**config.mk**
```make
export PLATFORM = sky130hd
export DESIGN_NAME = bmp_master_rx
export DESIGN_NICKNAME = d
export VERILOG_FILES = /design/src/rtl/bmp_pkg.sv /design/src/rtl/sync_word_fifo.sv /design/src/rtl/bmp_master_rx.sv
export SDC_FILE = /design/constraint.sdc
export NUM_CORES = 1
export LEC_CHECK = 0
export ABC_CLOCK_PERIOD_IN_PS = 4950
export CAP_MARGIN = 10
export CORE_MARGIN = 2
export CORE_UTILIZATION = 55
export CTS_BUF_LIST = sky130_fd_sc_hd__clkbuf_4 sky130_fd_sc_hd__clkbuf_8
export DETAILED_ROUTE_END_ITERATION = 10
export PLACE_DENSITY = 0.78
export SYNTH_ARGS = -nofsm -noshare
export SYNTH_HDL_FRONTEND = slang
export SYNTH_SLANG_ARGS = --single-unit
```
**constraint.sdc**
```tcl
create_clock -name clk -period 4.95 [get_ports clk]
set_input_delay 1.2375 -clock clk [delete_from_list [all_inputs] [get_ports clk]]
set_output_delay 1.2375 -clock clk [all_outputs]
set_load 0.01 [all_outputs]
```
**src/rtl/bmp_pkg.sv**
```systemverilog
// Shared constants and encodings for the BMP master-port receiver.
package bmp_pkg;

  localparam int unsigned BMP_HEADER_BYTES = 56;

  localparam logic [7:0] BMP_SIG0 = 8'h42;  // 'B'
  localparam logic [7:0] BMP_SIG1 = 8'h4D;  // 'M'

  // file_size occupies header bytes 2..5, little-endian
  localparam int unsigned BMP_FSIZE_OFF_LO = 2;
  localparam int unsigned BMP_FSIZE_OFF_HI = 5;

  localparam int unsigned ERR_SIG = 0;
  localparam int unsigned ERR_LEN = 1;
  localparam int unsigned ERR_SRC = 2;

  typedef enum logic [2:0] {
    ST_IDLE  = 3'd0,
    ST_HDR   = 3'd1,
    ST_BODY  = 3'd2,
    ST_DRAIN = 3'd3,
    ST_DONE  = 3'd4
  } bmp_state_e;

endpackage

```
**src/rtl/sync_word_fifo.sv**
```systemverilog
// Single-clock word FIFO with registered full/empty flags and a synchronous flush.
module sync_word_fifo #(
  parameter int unsigned WIDTH = 32,
  parameter int unsigned DEPTH = 4
) (
  input  logic             clk,
  input  logic             rst_n,
  input  logic             flush_i,
  input  logic             push_i,
  input  logic [WIDTH-1:0] wdata_i,
  input  logic             pop_i,
  output logic [WIDTH-1:0] rdata_o,
  output logic             full_o,
  output logic             empty_o
);

  localparam int unsigned AW = $clog2(DEPTH);

  logic [WIDTH-1:0] mem_q [DEPTH];
  logic [AW-1:0]    wr_ptr_q, rd_ptr_q;
  logic [AW:0]      cnt_q, cnt_d;
  logic             full_q, empty_q;
  logic             do_push, do_pop;

  // Flags are registered, so a pop never frees a slot for a push in the same cycle.
  assign do_push = push_i && !full_q;
  assign do_pop  = pop_i && !empty_q;
  assign cnt_d   = cnt_q + (AW+1)'(do_push) - (AW+1)'(do_pop);

  always_ff @(posedge clk or negedge rst_n) begin
    if (!rst_n) begin
      wr_ptr_q <= '0;
      rd_ptr_q <= '0;
      cnt_q    <= '0;
      full_q   <= 1'b0;
      empty_q  <= 1'b1;
    end else if (flush_i) begin
      wr_ptr_q <= '0;
      rd_ptr_q <= '0;
      cnt_q    <= '0;
      full_q   <= 1'b0;
      empty_q  <= 1'b1;
    end else begin
      if (do_push) wr_ptr_q <= wr_ptr_q + AW'(1);
      if (do_pop)  rd_ptr_q <= rd_ptr_q + AW'(1);
      cnt_q   <= cnt_d;
      full_q  <= (cnt_d == (AW+1)'(DEPTH));
      empty_q <= (cnt_d == '0);
    end
  end

  always_ff @(posedge clk) begin
    if (do_push) mem_q[wr_ptr_q] <= wdata_i;
  end

  assign rdata_o = mem_q[rd_ptr_q];
  assign full_o  = full_q;
  assign empty_o = empty_q;

endmodule

```
**src/rtl/bmp_master_rx.sv**
```systemverilog
// Receives scheduler words, serialises them to bytes and parses the BMP header,
// closing each frame on the byte count or on the scheduler's completion strobe.
module bmp_master_rx
  import bmp_pkg::*;
#(
  parameter int unsigned DATA_BUS_SIZE = 32,
  parameter int unsigned FIFO_DEPTH    = 4,
  parameter int unsigned HEADER_BYTES  = BMP_HEADER_BYTES,
  parameter int unsigned MAX_FILE_SIZE = 1000000
) (
  input  logic                     clk,
  input  logic                     rst_n,
  input  logic [DATA_BUS_SIZE-1:0] data_to_master,
  input  logic [1:0]               mstr0_data_valid,
  input  logic                     mstr0_cmplt,
  output logic                     mstr0_ready,
  output logic [7:0]               out_byte,
  output logic                     out_valid,
  input  logic                     out_ready,
  output logic                     out_last,
  output logic                     out_src,
  output logic [31:0]              file_size,
  output logic                     frame_done,
  output logic [2:0]               err,
  output logic                     busy
);

  localparam int unsigned BYTES_PER_DATA = DATA_BUS_SIZE >> 3;
  localparam int unsigned IDX_W = (BYTES_PER_DATA > 1) ? $clog2(BYTES_PER_DATA) : 1;
  localparam logic [IDX_W-1:0] LAST_IDX = IDX_W'(BYTES_PER_DATA - 1);
  localparam logic [31:0] HDR_END  = 32'(HEADER_BYTES);
  localparam logic [31:0] MAX_SIZE = 32'(MAX_FILE_SIZE);

  bmp_state_e state_q, state_d;

  logic [DATA_BUS_SIZE-1:0] fifo_rdata, sh_q;
  logic                     fifo_full, fifo_empty;
  logic [IDX_W-1:0]         idx_q;
  logic                     ser_valid_q;
  logic [31:0]              cnt_q, fsize_q, fsize_new, eff_end;
  logic [2:0]               err_q;
  logic                     src_q;
  logic [1:0]               lane;
  logic [7:0]               cur_byte;
  logic                     in_frame, accept, fire, is_last, last_fire, word_end, pop;
  logic                     in_size_field;

  // Handshakes: a word moves when mstr0_data_valid[0] && mstr0_ready at a rising
  // edge; a byte moves when out_valid && out_ready. out_byte/out_valid only
  // change after a byte moves, so they hold steady while the sink stalls.
  assign in_frame  = (state_q == ST_HDR) || (state_q == ST_BODY) || (state_q == ST_DRAIN);
  assign accept    = mstr0_data_valid[0] && mstr0_ready;
  assign fire      = ser_valid_q && out_ready;
  assign cur_byte  = sh_q[DATA_BUS_SIZE-1 -: 8];
  assign eff_end   = (fsize_q < HDR_END || fsize_q > MAX_SIZE) ? HDR_END : fsize_q;
  assign is_last   = ser_valid_q && (cnt_q + 32'd1 == eff_end);
  assign last_fire = fire && is_last;
  assign word_end  = fire && (idx_q == LAST_IDX);
  // Padding after the final byte is dropped by refusing to load another word.
  assign pop       = in_frame && !fifo_empty && (!ser_valid_q || (word_end && !is_last));

  assign in_size_field = (cnt_q >= 32'(BMP_FSIZE_OFF_LO)) && (cnt_q <= 32'(BMP_FSIZE_OFF_HI));
  assign lane          = cnt_q[1:0] - 2'd2;

  always_comb begin
    fsize_new = fsize_q;
    fsize_new[{lane, 3'b000} +: 8] = cur_byte;
  end

  sync_word_fifo #(
    .WIDTH (DATA_BUS_SIZE),
    .DEPTH (FIFO_DEPTH)
  ) u_fifo (
    .clk     (clk),
    .rst_n   (rst_n),
    .flush_i (state_q == ST_DONE),
    .push_i  (accept),
    .wdata_i (data_to_master),
    .pop_i   (pop),
    .rdata_o (fifo_rdata),
    .full_o  (fifo_full),
    .empty_o (fifo_empty)
  );

  always_ff @(posedge clk or negedge rst_n) begin
    if (!rst_n) state_q <= ST_IDLE;
    else        state_q <= state_d;
  end

  always_comb begin
    state_d = state_q;
    unique case (state_q)
      ST_IDLE:  if (accept) state_d = ST_HDR;
      ST_HDR: begin
        if (last_fire)                                state_d = ST_DONE;
        else if (mstr0_cmplt)                         state_d = ST_DRAIN;
        else if (fire && cnt_q == HDR_END - 32'd1)    state_d = ST_BODY;
      end
      ST_BODY: begin
        if (last_fire)        state_d = ST_DONE;
        else if (mstr0_cmplt) state_d = ST_DRAIN;
      end
      ST_DRAIN: if (last_fire || (fifo_empty && !ser_valid_q)) state_d = ST_DONE;
      ST_DONE:  state_d = ST_IDLE;
      default:  state_d = ST_IDLE;
    endcase
  end

  always_comb begin
    mstr0_ready = rst_n && !fifo_full && (state_q != ST_DRAIN) && (state_q != ST_DONE);
    frame_done  = (state_q == ST_DONE);
    busy        = (state_q != ST_IDLE);
  end

  always_ff @(posedge clk or negedge rst_n) begin
    if (!rst_n) begin
      sh_q        <= '0;
      idx_q       <= '0;
      ser_valid_q <= 1'b0;
      cnt_q       <= '0;
      fsize_q     <= '0;
      err_q       <= '0;
      src_q       <= 1'b0;
    end else begin
      if (state_q == ST_IDLE && accept) begin
        cnt_q   <= '0;
        fsize_q <= '0;
        err_q   <= '0;
        src_q   <= mstr0_data_valid[1];
      end else begin
        if (accept && (mstr0_data_valid[1] != src_q)) err_q[ERR_SRC] <= 1'b1;
        if (fire) begin
          cnt_q <= cnt_q + 32'd1;
          if (cnt_q == 32'd0 && cur_byte != BMP_SIG0) err_q[ERR_SIG] <= 1'b1;
          if (cnt_q == 32'd1 && cur_byte != BMP_SIG1) err_q[ERR_SIG] <= 1'b1;
          if (in_size_field) begin
            fsize_q <= fsize_new;
            if (cnt_q == 32'(BMP_FSIZE_OFF_HI) && (fsize_new < HDR_END || fsize_new > MAX_SIZE))
              err_q[ERR_LEN] <= 1'b1;
          end
        end
        // Drained dry before reaching the expected end: frame was short.
        if (state_q == ST_DRAIN && !last_fire && fifo_empty && !ser_valid_q && cnt_q < eff_end)
          err_q[ERR_LEN] <= 1'b1;
      end

      if (state_q == ST_DONE) begin
        ser_valid_q <= 1'b0;
      end else if (pop) begin
        sh_q        <= fifo_rdata;
        idx_q       <= '0;
        ser_valid_q <= 1'b1;
      end else if (fire) begin
        sh_q  <= sh_q << 8;
        idx_q <= idx_q + IDX_W'(1);
        if (word_end || is_last) ser_valid_q <= 1'b0;
      end
    end
  end

  assign out_byte  = cur_byte;
  assign out_valid = ser_valid_q;
  assign out_last  = is_last;
  assign out_src   = src_q;
  assign file_size = fsize_q;
  assign err       = err_q;

endmodule

```
==> qor.log <==
[outcome] result of the run finished, violations left
[outcome] failing checks negative setup slack
[final_layout] final instance count without filler cells 1556
[route] number of antenna-violating nets in the routed design 0
[synth] most area-hungry cell type in the Yosys netlist sky130_fd_sc_hd__edfxtp_1
[sta] Pins Over Slew Limit 0
[flow_run] number of max-cap violations 0
[sta] share of the clock period used by the worst path 1.003
[final_layout] Diodes inserted 0
[grt] wire length of the first global-routing pass 50140 um
[sta] final hold vios 0
[route] post-DR wirelength/cell 20.37 um
[min_path] hold-critical path endpoint err[2]$_DFFE_PN0P_
[synth] async set or reset register ratio after synthesis 0.4733
[grt] all-layer global routing usage 0.2647
[route] violation count after the first detailed-routing iteration 835
[clock_network] CTS Hold Buffers Added 0
[final_layout] synth-to-layout area growth 20.05%
[grt] overflow left after global routing 0
[power_and_ir_drop] total power 7.748 mW
[final_layout] final core utilization 0.6760
[setup_path] critical register-to-register path endpoint u_fifo.empty_o$_DFF_PN1_
[sta] Setup WS post-layout -0.01492 ns
[setup_path] worst setup path category register to output pin
[route] Via Count 9392
[power_and_ir_drop] peak supply drop 0.0002994 V
[setup_path] data required time of the worst path 3.71 ns
[synth] cell area after technology mapping 12790 um^2
[min_path] Hold Path Stages 2
[synth] portion of the post-synthesis area used by sequential elements 0.5257
[floorplanning] Die Wd 156.5 um
[final_layout] fraction of final layout cells sized beyond drive strength 1 0.2085
[place] count of input and output buffers 86
[synth] number of synthesized flops with an enable pin 128
[floorplanning] Cell Rows 55
[min_path] Min-Delay Startpoint err[2]$_DFFE_PN0P_
[sta] number of setup violations in the final report 1
[sta] relative slew slack 0.3028
[route] TritonRoute pass-1 iters 5
[synth] Mapped Avg Cell Area 11.83 um^2
[sta] Final min period 4.965 ns
[floorplanning] initial core utilization 0.5631
[setup_path] endpoint kind of the worst setup timing path output pin
[sta] transition time at the pin with the least slew margin 1.032 ns
[setup_path] Reg2Reg Launch Point file_size[18]$_DFFE_PN0P_
[clock_network] clock tree from TritonCTS done
[synth] area share of the largest cell type after synthesis 0.3006
[grt] antenna violations before repair 0
[clock_network] clk root buf sky130_fd_sc_hd__clkbuf_8
[clock_network] Clk pin slew, worst setup/hold paths 0.06 ns
[power_and_ir_drop] power per cell area 504.7 nW/um^2
[floorplanning] I/O pins 87
[setup_path] cell depth of the worst flop-to-flop path 24
[final_layout] final-stage net count 1325
[floorplanning] placeable core area 22710 um^2
[sta] Post-Route Setup TNS -0.01492 ns
[clock_network] clock buffer count from CTS 39
[clock_network] Clock Path Buffers 3
[place] HPWL Detailed 22200 um
[min_path] Hold WC Path Type register to register
[setup_path] Max Fanout on Critical Path 2
[place] instance count after placement with tap cells included 1483
[synth] flip-flop and latch count after synthesis 243
[sta] Worst Hold Margin 0.5165 ns
[grt] number of global-route vias before repair 9436
[synth] count of distinct cell types in the synthesized netlist 84
[setup_path] category of the worst setup path launch point register
[setup_path] Worst EP arrival 3.73 ns
[place] global placement routability congestion 0.9312
[synth] Synthesis Warnings 0
[sta] Post-Route Skew 0.01992 ns
[clock_network] worst skew pair latency 0.54 ns
[final_layout] final design instance area without fill 15350 um^2
[floorplanning] die area 24490 um^2
[clock_network] Clock H-tree levels 2
[final_layout] number of filler cells placed in the layout 1672
[synth] largest cells by area after synthesis sky130_fd_sc_hd__edfxtp_1 30%, sky130_fd_sc_hd__dfrtp_1 22%, sky130_fd_sc_hd__mux4_2 5.6%, sky130_fd_sc_hd__ha_1 4.5%, sky130_fd_sc_hd__nor2_1 3.2%
[place] post-placement cell area 14510 um^2
[synth] Top FF cell, synth sky130_fd_sc_hd__edfxtp_1
[synth] Synth Instances 1081
[route] # DRC 0
[grt] maximum number of pins on one net before global-route repair 61
[floorplanning] Die Y-Extent 156.5 um
[setup_path] setup slack of the most critical reg-to-reg path 0.26 ns
[place] Post-Place Worst Slack -0.1312 ns
[route] wire length after detailed routing 31700 um
[route] Vias/cell 6.036
[sta] highest achievable clock rate 201.4 MHz
[power_and_ir_drop] static leakage 6.224 nW
[sta] unrepaired setup endpoints after global routing yes
[clock_network] Clock Sinks 243
==> cells in the final DEF (no fill, tap or decap), drive strengths merged, types with 20 or more instances in the layout <==
cell type / Yosys / layout
edfxtp: 128 / 128
nor3: 27 / 27
mux4: 32 / 32
o21ai: 28 / 28
a22oi: 32 / 32
inv: 30 / 31
nor2: 110 / 110
clkdlybuf4s50: 0 / 84
ha: 46 / 46
xnor2: 42 / 42
mux2: 49 / 49
xor2: 20 / 20
dfrtp: 114 / 114
nor4: 26 / 26
a21oi: 36 / 36
buf: 26 / 97
nand2: 69 / 69
nand3: 23 / 23
clkbuf: 48 / 52
==> synthesized netlist by cell type (30+ instances only) <==
library cell,n
sky130_fd_sc_hd__mux2_2,32
sky130_fd_sc_hd__a22oi_1,32
sky130_fd_sc_hd__nand2_1,69
sky130_fd_sc_hd__mux4_2,32
sky130_fd_sc_hd__dfrtp_1,114
sky130_fd_sc_hd__edfxtp_1,128
sky130_fd_sc_hd__inv_1,30
sky130_fd_sc_hd__ha_1,46
sky130_fd_sc_hd__a21oi_1,36
sky130_fd_sc_hd__clkbuf_1,48
sky130_fd_sc_hd__xnor2_1,42
sky130_fd_sc_hd__nor2_1,110
==> worst max path at each step <==
stage / start / to / slack, ns
finish: file_size[18]$_DFFE_PN0P_ / out_last / -0.01
global route: file_size[10]$_DFFE_PN0P_ / out_last / -0.18
CTS: file_size[20]$_DFFE_PN0P_ / out_last / -0.05
detailed placement: file_size[23]$_DFFE_PN0P_ / out_last / -0.13
global placement: file_size[24]$_DFFE_PN0P_ / out_last / -0.05
floorplan: file_size[10]$_DFFE_PN0P_ / u_fifo.empty_o$_DFF_PN1_ / -0.16
==> cell type report <==
| class | instances | area (um^2) | share of cell area |
|---|---|---|---|
| inverters | 30 | 112.6 | 0.007335 |
| repair buffers | 181 | 1577 | 0.1027 |
| well taps | 285 | 356.6 | 0.02323 |
| multi-input cells | 745 | 5801 | 0.3778 |
| clock buffers | 52 | 646.9 | 0.04214 |
| flip-flops and latches | 243 | 6729 | 0.4383 |
| clock inverters | 20 | 130.1 | 0.008476 |
==> critical path, cell delays in order, from the launching register on <==
cell	delay (ns)
sky130_fd_sc_hd__dfrtp_1	0.39
sky130_fd_sc_hd__nor4_2	0.30
sky130_fd_sc_hd__buf_4	0.16
sky130_fd_sc_hd__nand3_2	0.05
sky130_fd_sc_hd__or3_4	0.39
sky130_fd_sc_hd__o21a_1	0.13
sky130_fd_sc_hd__and2_4	0.16
sky130_fd_sc_hd__ha_4	0.23
sky130_fd_sc_hd__nor3b_2	0.17
sky130_fd_sc_hd__o221a_2	0.22
sky130_fd_sc_hd__nand4_1	0.08
sky130_fd_sc_hd__nand4bb_1	0.18
sky130_fd_sc_hd__or4_4	0.48
sky130_fd_sc_hd__nor2_4	0.15
sky130_fd_sc_hd__buf_6	0.11
==> timing repair <==
action | CTS | global route
setup buffers | 1 | 0
pin swaps | 8 | 3
endpoints found under the setup margin | 1 | 2
gates resized for setup | 14 | 0
==> registers in the layout, indices dropped and copies added (netlist names) <==
| register | flops |
|---|---|
| cnt_q | 32 |
| err | 3 |
| file_size | 32 |
| idx_q | 2 |
| out_src | 1 |
| out_valid | 1 |
| sh_q | 32 |
| state_q | 3 |
| u_fifo.cnt_q | 3 |
| u_fifo.empty_o | 1 |
| u_fifo.full_o | 1 |
| u_fifo.mem_q | 128 |
| u_fifo.rd_ptr_q | 2 |
| u_fifo.wr_ptr_q | 2 |
==> kinds of logic (layout without fill, tap and decap cells) <==
logic type / Yosys count / in the layout / share of synthesized area
xor+xnor: 62 / 62 / 0.04246
mux: 88 / 88 / 0.1050
other cells: 1 / 12 / 0.0002932
buf+inv: 104 / 283 / 0.03493
fa+ha+maj: 47 / 47 / 0.04657
flops: 243 / 243 / 0.5257
simple gates: 356 / 356 / 0.1442
compound gates: 180 / 180 / 0.1009
==> power breakdown <==
| part | total, mW | leakage (nW) | switching (mW) | internal, mW |
|---|---|---|---|---|
| Sequential | 2.85 | 2.66 | 0.428 | 2.42 |
| Clock | 1.69 | 0.403 | 0.781 | 0.913 |
| Combinational | 3.20 | 3.17 | 1.63 | 1.58 |
| Total | 7.75 | 6.22 | 2.83 | 4.91 |
==> routing by layer <==
| metal | track usage | vias to the layer above | wire length (um) |
|---|---|---|---|
| li1 | - | 4353 | - |
| met1 | 0.3454 | 4625 | 13170 |
| met2 | 0.4483 | 347 | 15650 |
| met3 | 0.04348 | 67 | 1901 |
| met4 | 0.09873 | 0 | 983 |
| met5 | 0 | - | 0 |
No activity file was read; power rests on OpenSTA's default activity.
